<file path="src/rtl/conv_window_sequencer_if.sv">
// rtl/conv_window_sequencer_if.sv - line buffer, MAC and result handshake signals of the window sequencer
interface conv_window_sequencer_if #(
  parameter int point_width = 8
);
  logic                     lb_en_read;
  logic                     lb_slide;
  logic                     lb_window_rdy;
  logic                     mac_start;
  logic                     mac_done;
  logic [2*point_width-1:0] mac_result;
  logic                     out_valid;
  logic                     out_ready;
  logic [2*point_width-1:0] out_data;
  logic [5:0]               out_row;
  logic [5:0]               out_col;

  modport master (
    output lb_en_read, lb_slide, mac_start, out_valid, out_data, out_row, out_col,
    input  lb_window_rdy, mac_done, mac_result, out_ready
  );

  modport slave (
    input  lb_en_read, lb_slide, mac_start, out_valid, out_data, out_row, out_col,
    output lb_window_rdy, mac_done, mac_result, out_ready
  );
endinterface

</file>
<file path="src/rtl/conv_window_sequencer.sv">
// rtl/conv_window_sequencer.sv - control FSM stepping the line buffer and MAC through one convolution pass
module conv_window_sequencer #(
  parameter int kernel_size    = 2,
  parameter int data_width     = 4,
  parameter int data_height    = 4,
  parameter int point_width    = 8,
  parameter int timeout_cycles = 255
) (
  input  logic                   clock,
  input  logic                   reset,
  input  logic                   start,
  output logic                   busy,
  output logic                   done,
  output logic                   error,
  output logic [11:0]            win_count,
  conv_window_sequencer_if.master bus
);
  localparam int               out_cols    = data_width - kernel_size + 1;
  localparam int               out_rows    = data_height - kernel_size + 1;
  localparam logic [11:0]      last_window = 12'(out_cols * out_rows - 1);
  localparam logic [5:0]       last_col    = 6'(out_cols - 1);
  localparam logic [7:0]       timer_last  = 8'(timeout_cycles - 1);

  // One-hot encoding so every strobe is a state flop output.
  typedef enum logic [7:0] {
    st_idle     = 8'h01,
    st_load     = 8'h02,
    st_wait_win = 8'h04,
    st_mac_go   = 8'h08,
    st_wait_mac = 8'h10,
    st_result   = 8'h20,
    st_slide    = 8'h40,
    st_finish   = 8'h80
  } state_t;

  state_t                   state;
  logic [7:0]               state_bits;
  logic [7:0]               timer;
  logic                     timer_expired;
  logic [2*point_width-1:0] result_q;
  logic [5:0]               row_q;
  logic [5:0]               col_q;

  assign state_bits    = state;
  assign timer_expired = (timer == timer_last);

  assign busy           = ~state_bits[0];
  assign bus.lb_en_read = state_bits[1];
  assign bus.mac_start  = state_bits[3];
  assign bus.out_valid  = state_bits[5];
  assign bus.lb_slide   = state_bits[6];
  assign done           = state_bits[7];
  assign bus.out_data   = result_q;
  assign bus.out_row    = row_q;
  assign bus.out_col    = col_q;

  always_ff @(posedge clock) begin
    if (reset) begin
      state     <= st_idle;
      timer     <= 8'd0;
      error     <= 1'b0;
      win_count <= 12'd0;
      result_q  <= '0;
      row_q     <= 6'd0;
      col_q     <= 6'd0;
    end else begin
      // Timer only survives while a wait state holds; any transition clears it.
      timer <= 8'd0;
      unique case (state)
        st_idle: begin
          if (start) begin
            state     <= st_load;
            error     <= 1'b0;
            win_count <= 12'd0;
            row_q     <= 6'd0;
            col_q     <= 6'd0;
          end
        end
        st_load: state <= st_wait_win;
        st_wait_win: begin
          if (bus.lb_window_rdy) begin
            state <= st_mac_go;
          end else if (timer_expired) begin
            state <= st_idle;
            error <= 1'b1;
          end else begin
            timer <= timer + 8'd1;
          end
        end
        st_mac_go: state <= st_wait_mac;
        st_wait_mac: begin
          if (bus.mac_done) begin
            state    <= st_result;
            result_q <= bus.mac_result;
          end else if (timer_expired) begin
            state <= st_idle;
            error <= 1'b1;
          end else begin
            timer <= timer + 8'd1;
          end
        end
        st_result: begin
          if (bus.out_ready) begin
            win_count <= win_count + 12'd1;
            if (win_count == last_window) begin
              state <= st_finish;
            end else begin
              state <= st_slide;
              if (col_q == last_col) begin
                col_q <= 6'd0;
                row_q <= row_q + 6'd1;
              end else begin
                col_q <= col_q + 6'd1;
              end
            end
          end else if (timer_expired) begin
            state <= st_idle;
            error <= 1'b1;
          end else begin
            timer <= timer + 8'd1;
          end
        end
        st_slide:  state <= st_wait_win;
        st_finish: state <= st_idle;
        default:   state <= st_idle;
      endcase
    end
  end
endmodule

</file>
<file path="src/flat_wrapper.sv">
// flat-port wrapper written by rule: the top's interface ports become plain ports
module conv_window_sequencer_flat 
#(
  parameter int kernel_size    = 2,
  parameter int data_width     = 4,
  parameter int data_height    = 4,
  parameter int point_width    = 8,
  parameter int timeout_cycles = 255
)
  (clock, reset, start, busy, done, error, win_count, bus_lb_en_read, bus_lb_slide, bus_mac_start, bus_out_valid, bus_out_data, bus_out_row, bus_out_col, bus_lb_window_rdy, bus_mac_done, bus_mac_result, bus_out_ready);
  conv_window_sequencer_if #(.point_width(point_width)) bus_i ();
  input  logic clock;
  input  logic reset;
  input  logic start;
  output logic busy;
  output logic done;
  output logic error;
  output logic [11:0] win_count;
  output wire logic [$bits(bus_i.lb_en_read)-1:0] bus_lb_en_read;
  output wire logic [$bits(bus_i.lb_slide)-1:0] bus_lb_slide;
  output wire logic [$bits(bus_i.mac_start)-1:0] bus_mac_start;
  output wire logic [$bits(bus_i.out_valid)-1:0] bus_out_valid;
  output wire logic [$bits(bus_i.out_data)-1:0] bus_out_data;
  output wire logic [$bits(bus_i.out_row)-1:0] bus_out_row;
  output wire logic [$bits(bus_i.out_col)-1:0] bus_out_col;
  input wire logic [$bits(bus_i.lb_window_rdy)-1:0] bus_lb_window_rdy;
  input wire logic [$bits(bus_i.mac_done)-1:0] bus_mac_done;
  input wire logic [$bits(bus_i.mac_result)-1:0] bus_mac_result;
  input wire logic [$bits(bus_i.out_ready)-1:0] bus_out_ready;
  assign bus_lb_en_read = bus_i.lb_en_read;
  assign bus_lb_slide = bus_i.lb_slide;
  assign bus_mac_start = bus_i.mac_start;
  assign bus_out_valid = bus_i.out_valid;
  assign bus_out_data = bus_i.out_data;
  assign bus_out_row = bus_i.out_row;
  assign bus_out_col = bus_i.out_col;
  assign bus_i.lb_window_rdy = bus_lb_window_rdy;
  assign bus_i.mac_done = bus_mac_done;
  assign bus_i.mac_result = bus_mac_result;
  assign bus_i.out_ready = bus_out_ready;
  conv_window_sequencer #(.kernel_size(kernel_size), .data_width(data_width), .data_height(data_height), .point_width(point_width), .timeout_cycles(timeout_cycles)) u_core (.clock(clock), .reset(reset), .start(start), .busy(busy), .done(done), .error(error), .win_count(win_count), .bus(bus_i));
endmodule
</file>
<file path="config.mk">
export PLATFORM = sky130hd
export DESIGN_NAME = conv_window_sequencer_flat
export DESIGN_NICKNAME = d
export VERILOG_FILES = /design/src/rtl/conv_window_sequencer_if.sv /design/src/rtl/conv_window_sequencer.sv /design/src/flat_wrapper.sv
export SDC_FILE = /design/constraint.sdc
export NUM_CORES = 1
export LEC_CHECK = 0
export CAP_MARGIN = 20
export CELL_PAD_IN_SITES_DETAIL_PLACEMENT = 1
export CELL_PAD_IN_SITES_GLOBAL_PLACEMENT = 2
export CORE_MARGIN = 5
export CORE_UTILIZATION = 25
export CTS_CLUSTER_SIZE = 28
export DETAILED_ROUTE_END_ITERATION = 10
export PLACE_DENSITY_LB_ADDON = 0.1
export SYNTH_ARGS = -nofsm -noshare
export SYNTH_HDL_FRONTEND = slang
export SYNTH_SLANG_ARGS = --single-unit
</file>
<file path="constraint.sdc">
create_clock -name clock -period 2.1 [get_ports clock]
set_clock_uncertainty 0.1 [all_clocks]
set_input_delay 0.315 -clock clock [delete_from_list [all_inputs] [get_ports clock]]
set_output_delay 0.315 -clock clock [all_outputs]
set_load 0.02 [all_outputs]
</file>
==> results.ini <==
[setup_path]
path_delay_family=simple AND/OR/NAND/NOR gates
critical_path_cell_list=buf_4, nor4_1, buf_4, o211ai_4, buf_4, or4_4, a21oi_2
critPathMostFrequentCell=sky130_fd_sc_hd__buf_4
cp_data_arrival_time_ps=2350
endpoint_kind=register
crit_path_max_incr_delay_ps=500
cp_num_buf_inv=3
crit_path_start_kind=register
worst-r2r-setup-slack_ps=-80
timing.setup.critical_path_class=reg2reg
critPathRequiredTime_ps=2280
timing.critical_path.depth=7
r2r.worst_path.cells=7
timing.critical_path.fanout_max=6
worstReg2RegStart=u_core.state[2]
crit_slowest_cell=sky130_fd_sc_hd__or4_4
critical_path.reg2reg.endpoint=u_core.bus.out_col[4]

[synth]
synth-async-reset-ratio=0
synth_edf_count=0
postSynthNetCount=340
postSynthCellCount=311
ys_types=49
syn_area_per_cell_sq_um=8.54
synthFlopType=sky130_fd_sc_hd__dfxtp_1
synth-seq-area-share=0.430
synth_seq_cells=57
number_of_warnings_issued_by_yosys=0
syn-cell-area_sq_um=2660

[grt]
vias_in_the_first_global_route=2779
grt_remaining_overflow=0
largest_net_degree_at_the_start_of_global_routing=25
global_route.usage.total=0.132
antenna_found_initial=0
grt_pass1_wl_um=13700

[timing]
rsz0062_at_grt=yes
min_period_ps=2180
final_critical_path_setup_slack_ps=-76.6
finalCritPeriodShare=1.04
setup_viol=16
max-slew-margin-rel=0.709
max_clock_freq_mhz=459
worst_slew_pin_slew_ps=433
finalHoldViolCount=0
final_max_slew_violation_count=0
total_negative_slack_ps=-503

[worst_hold_path]
min_delay_path_depth=2
holdPathEnd=u_core.error
min-delay-path-class=reg2reg
worst_hold_startpoint=u_core.error

[status]
outcome=complete, but fails checks
failed_checks=negative setup slack

[floorplanning]
row_count=37
die-area_sq_um=12800
die_h_um=113
design.core.area_sq_um=10300
count_of_pins_on_the_block_boundary=69
initial_core_util=0.257
die_boundary_width_um=113

[pwr]
cellLeakagePower_uw=0.00149
powerDensity_nw_per_um2=550
vdd_ir_drop_max_uv=264

[drt]
post-route-drc-count=0
final_antenna_net_count=0
wl_per_cell_um=14.7
finalWirelength_um=8330
dr_vias=2657
drt_first_iter_violations=65
detailed_routing_iteration_count_for_the_pre_antenna_repair_pass=4
detail_route.vias_per_cell=4.69

[clocking]
clock_insertion_delay_worst_skew_ps=340
clock-root-buffer=sky130_fd_sc_hd__clkbuf_8
cts_buffers=9
cts_htree_levels=3
clk_pin_slew_ps=70
ctsHoldBuffers=0
clock_sinks=57
max-clock-path-buffers=2
cts_tree=done

[final_layout]
layout.cells.most_common_list=68 x sky130_fd_sc_hd__clkdlybuf4s50_1, 54 x sky130_fd_sc_hd__dfxtp_1, 47 x sky130_fd_sc_hd__buf_4
sequential_cell_area_sq_um=1140
synth_to_final_area_change_pct=57.1
post_route_cells_drive_above_1_share=0.248
leading_cell_type_in_the_layout_fill_and_taps_excluded=sky130_fd_sc_hd__clkdlybuf4s50_1
nets=455
antennaDiodeCount=0
post-route-cell-area_sq_um=4170
combined_area_of_the_multi_input_logic_cells_sq_um=1520
post_layout_nonfiller_instances=567
fill_cells=1216

[placement]
dp_slack_ps=-235
finalWeightedCongestion=0.787
place_area_sq_um=3840
placed_cells_incl_taps=547
count_of_input_and_output_buffers=68
dp.final_hpwl_um=6120

[flow_run]
drv_cap=0

## flip-flops by register name, summed over array words and instances, names as in the netlist
register	flops
u_core.bus.out_data	16
u_core.win_count	12
u_core.bus.out_col	6
u_core.state	8
u_core.timer	8
u_core.error	1
u_core.bus.out_row	6
## area by class of cell
class                   instances  area share
clock buffers                  13      0.0381
well taps                     136      0.0408
repair buffers                121       0.272
multi-input cells             230       0.364
inverters                       7     0.00630
flip-flops and latches         57       0.275
clock inverters                 3     0.00360
## metal layers
metal / track usage / routed length (um)
met2: 0.204 / 3770
met5: 0 / 0
met3: 0.0471 / 506
met1: 0.169 / 3930
met4: 0.0505 / 121
## cells by family after synthesis
family | Yosys count | synth area share
flops | 57 | 0.430
mux | 1 | 0.00377
compound gates | 55 | 0.127
xor+xnor | 20 | 0.0660
buf+inv | 24 | 0.0429
simple gates | 147 | 0.297
fa+ha+maj | 7 | 0.0330
## worst min-delay path, cell delays in order, from the launching register on
cell	delay, ps
sky130_fd_sc_hd__dfxtp_1	310
sky130_fd_sc_hd__inv_1	50
sky130_fd_sc_hd__a21oi_1	50
## worst max path at each step
| stage | from | endpoint | slack (ps) |
|---|---|---|---|
| global placement | bus_out_ready | u_core.bus.out_col[5] | -210 |
| CTS | u_core.state[3] | u_core.timer[4] | -80 |
| detailed placement | bus_out_ready | u_core.bus.out_row[5] | -230 |
| global route | u_core.state[2] | u_core.bus.out_col[4] | -120 |
| floorplan | u_core.state[4] | u_core.timer[3] | -140 |
| finish | u_core.state[2] | u_core.bus.out_col[4] | -80 |
## per-stage QoR
stage	utilization	hold WS, ps	power (uW)
after CTS	0.395	353	2310
after floorplan	-	334	1210
after global placement	0.372	338	1340
final	0.404	346	2290
after global routing	0.404	368	2400
after detailed placement	0.372	343	1340
## synthesized netlist by cell type, drive strengths merged (2+ instances only)
cell / count / share of area
dfxtp: 57 / 0.43
nor4: 2 / 0.0047
or4b: 2 / 0.0075
nor4b: 3 / 0.0099
o21ai: 9 / 0.017
nor3: 5 / 0.0094
or3: 5 / 0.014
nand2b: 2 / 0.0047
and3: 4 / 0.0094
and4: 3 / 0.0099
o2111ai: 2 / 0.0066
a21oi: 32 / 0.060
a21o: 2 / 0.0057
nor3b: 3 / 0.010
or4: 5 / 0.016
ha: 7 / 0.033
clkbuf: 13 / 0.018
or2: 2 / 0.0047
inv: 7 / 0.0099
xnor2: 6 / 0.020
xor2: 14 / 0.046
and3b: 2 / 0.0066
buf: 4 / 0.015
o211ai: 3 / 0.012
nand3: 18 / 0.034
nand4b: 2 / 0.0066
nor2: 33 / 0.054
nand4: 8 / 0.019
nand2: 41 / 0.058
nand3b: 4 / 0.011
## power by group
part	internal [uW]	switching, uW	total, uW
logic	147	123	269
registers	1090	3.04	1090
clock network	487	445	932
## repair_timing
action / CTS / global route
hold endpoints to repair: 0 / 0
buffers inserted: 3 / 1
endpoints found under the setup margin: 17 / 35
gates resized for setup: 9 / 21
pin swaps: 18 / 9
cloned: 0 / 1
(Power assumes the default switching activity.)
